### src/rtl/i_split4.sv
// 1:4 packet steering block for the response path: routes each whole packet
// to the output named by header SRC_ID[1:0], optionally popping that code.
module i_split4 #(
  parameter bit CONSUME_ROUTE = 1'b1
) (
  input  logic        clk,
  input  logic        reset,
  input  logic        I_TVALID,
  output logic        I_TREADY,
  input  logic [63:0] I_TDATA,
  input  logic        I_TLAST,
  output logic        O0_TVALID,
  input  logic        O0_TREADY,
  output logic [63:0] O0_TDATA,
  output logic        O0_TLAST,
  output logic        O1_TVALID,
  input  logic        O1_TREADY,
  output logic [63:0] O1_TDATA,
  output logic        O1_TLAST,
  output logic        O2_TVALID,
  input  logic        O2_TREADY,
  output logic [63:0] O2_TDATA,
  output logic        O2_TLAST,
  output logic        O3_TVALID,
  input  logic        O3_TREADY,
  output logic [63:0] O3_TDATA,
  output logic        O3_TLAST
);

  typedef struct packed {
    logic [1:0]  port;
    logic        last;
    logic [63:0] data;
  } ent_t;

  ent_t       mem_q [2];
  logic       wp_q, rp_q;
  logic [1:0] cnt_q, cnt_d;
  logic       hdr_q;
  logic [1:0] route_q;
  logic       rdy_q;

  ent_t       in_e, head;
  logic       push, pop, sel_rdy, hv;

  always_comb begin
    in_e      = '0;
    in_e.last = I_TLAST;
    in_e.data = I_TDATA;
    in_e.port = hdr_q ? I_TDATA[49:48] : route_q;
    if (hdr_q && CONSUME_ROUTE)
      in_e.data[55:48] = {2'b00, I_TDATA[55:50]};
  end

  assign head = mem_q[rp_q];
  assign hv   = (cnt_q != 2'd0);

  always_comb begin
    sel_rdy = 1'b0;
    unique case (head.port)
      2'd0: sel_rdy = O0_TREADY;
      2'd1: sel_rdy = O1_TREADY;
      2'd2: sel_rdy = O2_TREADY;
      2'd3: sel_rdy = O3_TREADY;
    endcase
  end

  assign push = I_TVALID && rdy_q;
  assign pop  = hv && sel_rdy;

  always_comb begin
    cnt_d = cnt_q;
    unique case ({push, pop})
      2'b10:   cnt_d = cnt_q + 2'd1;
      2'b01:   cnt_d = cnt_q - 2'd1;
      default: cnt_d = cnt_q;
    endcase
  end

  // Ready is a flop of the next occupancy, so it never depends on On_TREADY.
  always_ff @(posedge clk) begin
    if (reset) begin
      wp_q    <= 1'b0;
      rp_q    <= 1'b0;
      cnt_q   <= 2'd0;
      hdr_q   <= 1'b1;
      route_q <= 2'd0;
      rdy_q   <= 1'b0;
    end else begin
      cnt_q <= cnt_d;
      rdy_q <= (cnt_d != 2'd2);
      if (pop) rp_q <= ~rp_q;
      if (push) begin
        mem_q[wp_q] <= in_e;
        wp_q        <= ~wp_q;
        if (hdr_q) begin
          route_q <= I_TDATA[49:48];
          if (!I_TLAST) hdr_q <= 1'b0;
        end else if (I_TLAST) begin
          hdr_q <= 1'b1;
        end
      end
    end
  end

  assign I_TREADY  = rdy_q;
  assign O0_TVALID = hv && (head.port == 2'd0);
  assign O1_TVALID = hv && (head.port == 2'd1);
  assign O2_TVALID = hv && (head.port == 2'd2);
  assign O3_TVALID = hv && (head.port == 2'd3);
  assign O0_TDATA  = head.data;
  assign O1_TDATA  = head.data;
  assign O2_TDATA  = head.data;
  assign O3_TDATA  = head.data;
  assign O0_TLAST  = head.last;
  assign O1_TLAST  = head.last;
  assign O2_TLAST  = head.last;
  assign O3_TLAST  = head.last;

endmodule

### config.mk
export PLATFORM = sky130hd
export DESIGN_NAME = i_split4
export DESIGN_NICKNAME = d
export VERILOG_FILES = /design/src/rtl/i_split4.sv
export SDC_FILE = /design/constraint.sdc
export NUM_CORES = 1
export LEC_CHECK = 0
export BUFFER_PORTS_ARGS = -buffer_cell sky130_fd_sc_hd__buf_2
export CAP_MARGIN = 10
export CORE_AREA = 2 2 131 133
export CTS_BUF_LIST = sky130_fd_sc_hd__clkbuf_4
export DETAILED_ROUTE_END_ITERATION = 12
export DIE_AREA = 0 0 133 135
export GPL_TIMING_DRIVEN = 0
export PLACE_DENSITY = 0.77
export SETUP_SLACK_MARGIN = 0.15
export SYNTH_ARGS = -nofsm -noshare
export SYNTH_HDL_FRONTEND = slang
export SYNTH_SLANG_ARGS = --single-unit
### constraint.sdc
create_clock -name clk -period 8.07 [get_ports clk]
set_input_delay 1.614 -clock clk [delete_from_list [all_inputs] [get_ports clk]]
set_output_delay 1.614 -clock clk [all_outputs]
set_load 0.03 [all_outputs]
==> flow_metrics.env <==
export IMPL_layout_area_overhead_vs_synth_pct=35.2
export IMPL_antenna_found_initial=2
export IMPL_holdCritStartpoint="route_q[1]"
export IMPL_wl_um=14900
export IMPL_synth_ff_type="edfxtp_1"
export IMPL_ys_types=36
export IMPL_cts_root_buf="clkbuf_4"
export IMPL_cts_buffers=17
export IMPL_drv_cap=0
export IMPL_multiInputGateArea_mm2=0.00121
export IMPL_first_pass_iters=4
export IMPL_drt_drc_violations_left=0
export IMPL_routedWlPerCell_um=13.8
export IMPL_holdWs_ns=0.533
export IMPL_die_area_mm2=0.0180
export IMPL_p_leak_nw=4.26
export IMPL_routabilityCongestion=0.749
export IMPL_outcome="finished, final reports clean"
export IMPL_clk_pin_slew_worst_paths_ns=0.11
export IMPL_setup_worst_path_start_class="flop"
export IMPL_min_delay_path_class="reg2reg"
export IMPL_grt_pass1_vias=4325
export IMPL_ctsHtreeMaxLevel=4
export IMPL_io_buffers=336
export IMPL_seq_area_mm2=0.00420
export IMPL_cpMostUsedCell="buf_2"
export IMPL_cts_buffer_depth=2
export IMPL_worst_pin_slew_ns=0.987
export IMPL_ys_async_sr_fraction_pct=0
export IMPL_die_w_um=133
export IMPL_grt_use_total_pct=15.8
export IMPL_cp_arrival_ns=2.31
export IMPL_cp_slowest_cell="mux2_2"
export IMPL_yosysWarnings=0
export IMPL_syn_area_mm2=0.00692
export IMPL_end_kind="output pin"
export IMPL_grt_pass1_wl_um=21600
export IMPL_synth_seq_cells=143
export IMPL_synth_enable_flop_cells=134
export IMPL_final_setup_tns_ns=0
export IMPL_cts_hold_buf=0
export IMPL_cts_resized_gates=0
export IMPL_viasPerCell=4.29
export IMPL_ant_nets=0
export IMPL_critPathKind="reg2out"
export IMPL_finish_utilization_pct=57.0
export IMPL_design_area_mm2=0.00936
export IMPL_dr_total_vias=4638
export IMPL_cts_sinks=143
export IMPL_coreArea_mm2=0.0164
export IMPL_synth_area_per_cell_um2=14.5
export IMPL_syn_nets=552
export IMPL_dp_cells=1047
export IMPL_ios=337
export IMPL_hold_viol_final=0
export IMPL_drive_gt1_share_pct=76.9
export IMPL_power_density_mw_per_mm2=370
export IMPL_skew_ns=0.00953
export IMPL_rsz0062_at_grt="no"
export IMPL_cp_max_fo=10
export IMPL_fillers=1325
export IMPL_peakVddDrop_mv=0.166
export IMPL_synthCells=479
export IMPL_setup_viol=0
export IMPL_relSlewSlack_pct=33.8
export IMPL_die_y_um=135
export IMPL_postCtsSetupRepairBufs=0
export IMPL_min_period_ns=3.92
export IMPL_min_period_over_period_pct=48.6
export IMPL_drt_initial_drc_count=164
export IMPL_ys_seq_area_share_pct=60.7
export IMPL_report_final_slew_viol_count=0
export IMPL_r2r_start="I_TREADY"
export IMPL_final_nets=919
export IMPL_required_ns=6.46
export IMPL_dp_hpwl_um=11700
export IMPL_cts_tree="yes"
export IMPL_rows=47
export IMPL_grt_max_degree=17
export IMPL_critPathMaxStageDelay_ns=0.43
export IMPL_overflow=0
export IMPL_path_cells="buf_6, buf_2, buf_2, mux2_2, buf_4, buf_2"
export IMPL_placedInstanceArea_mm2=0.00903
export IMPL_fmax_mhz=255
export IMPL_final_cells=1080
export IMPL_clock_latency_ns=0.53
export IMPL_initial_core_util_pct=42.2
per-stage QoR:
step	power [mW]	setup WS [ns]
floorplan	2.50	0.729
global placement	2.96	-2.32
detailed placement	2.99	4.31
CTS	3.50	4.00
global route	3.62	3.94
finish	3.46	4.15
worst max-delay path, delay by kind of cell (launching register included):
kind | cells | cell delay, ns
DFF | 1 | 0.34
buffers and inverters | 5 | 1.01
muxes | 1 | 0.43
flip-flops by register name, indices dropped and copies added, names as in the netlist, named ones only:
register,flops
mem_q,134
hdr_q,1
cnt_q,2
rp_q,1
wp_q,1
route_q,2
I_TREADY,1
path summary, 6_finish.rpt:
path / end / slack [ns] / cells past startpoint
worst min-delay path: route_q[1] / 0.53 / 2
worst max-delay path: O2_TLAST / 4.15 / 6
worst min register to register: route_q[1] / 0.53 / 2
worst max register to register: mem_q[0][22] / 5.72 / 5
area by class of cell:
type | instances | area share, %
Sequential cell | 143 | 44.9
Timing Repair Buffer | 348 | 19.5
Buffer | 205 | 16.2
Multi-Input combinational cell | 131 | 12.9
Tap cell | 220 | 2.94
Clock inverter | 14 | 2.05
Clock buffer | 18 | 1.44
Antenna cell | 1 | 0.0267
metal layers:
| metal | part of all wire [%] | up-vias | global-route usage, % | wire [um] |
|---|---|---|---|---|
| li1 | - | 2248 | - | - |
| met1 | 37 | 2190 | 16.3 | 5460 |
| met2 | 55 | 176 | 29.9 | 8190 |
| met3 | 6.7 | 22 | 4.92 | 1000 |
| met4 | 1.7 | 2 | 6.09 | 250 |
| met5 | 0.074 | - | 0 | 11 |
logic make-up (layout without fill, tap and decap cells):
| family | Yosys count | in the layout | synth area share, % |
|---|---|---|---|
| xor gates and xnor gates | 2 | 2 | 0.253 |
| other | 0 | 1 | 0 |
| and+or+nand+nor | 37 | 37 | 3.09 |
| muxes | 75 | 75 | 12.2 |
| DFF | 143 | 143 | 60.7 |
| AOI/OAI and AO/OA | 16 | 16 | 1.63 |
| buffers and inverters | 205 | 585 | 21.9 |
| adders and majority gates | 1 | 1 | 0.181 |
cell usage after synthesis (2+ instances only):
cell      number  area share [%]
a21o_1         2            0.22
nand3_1        3            0.22
or3_1          3            0.27
nor2b_1        4            0.36
nand4b_1       2            0.25
buf_2          8            0.58
nor3_1         5            0.36
nor2_1         8            0.43
nand2b_1       4            0.36
mux2i_1        2            0.29
nand2_1        2            0.11
edfxtp_1     134              58
a21oi_1        5            0.36
mux2_2        73              12
dfxtp_1        9             2.6
buf_4        195              21
where the power goes:
group | internal [mW] | switching [mW]
Sequential | 0.860 | 0.0180
Clock | 0.249 | 0.260
Combinational | 0.798 | 1.28
Total | 1.91 | 1.55
cell usage in the layout, fill, tap and decap left out, types with 2 or more instances in the layout:
cell / count
nor3_1: 4
mux2i_1: 2
nand2b_1: 4
dfxtp_1: 9
nand4b_1: 2
buf_4: 195
buf_6: 12
edfxtp_1: 134
nand2_1: 2
bufinv_16: 4
nand3_1: 3
clkinvlp_4: 3
a21oi_1: 5
mux2_2: 73
clkinv_2: 2
nor2b_1: 4
clkinv_4: 3
nor2_1: 8
a21o_1: 2
buf_2: 344
or3_1: 3
clkbuf_4: 18
(Power assumes the default switching activity.)
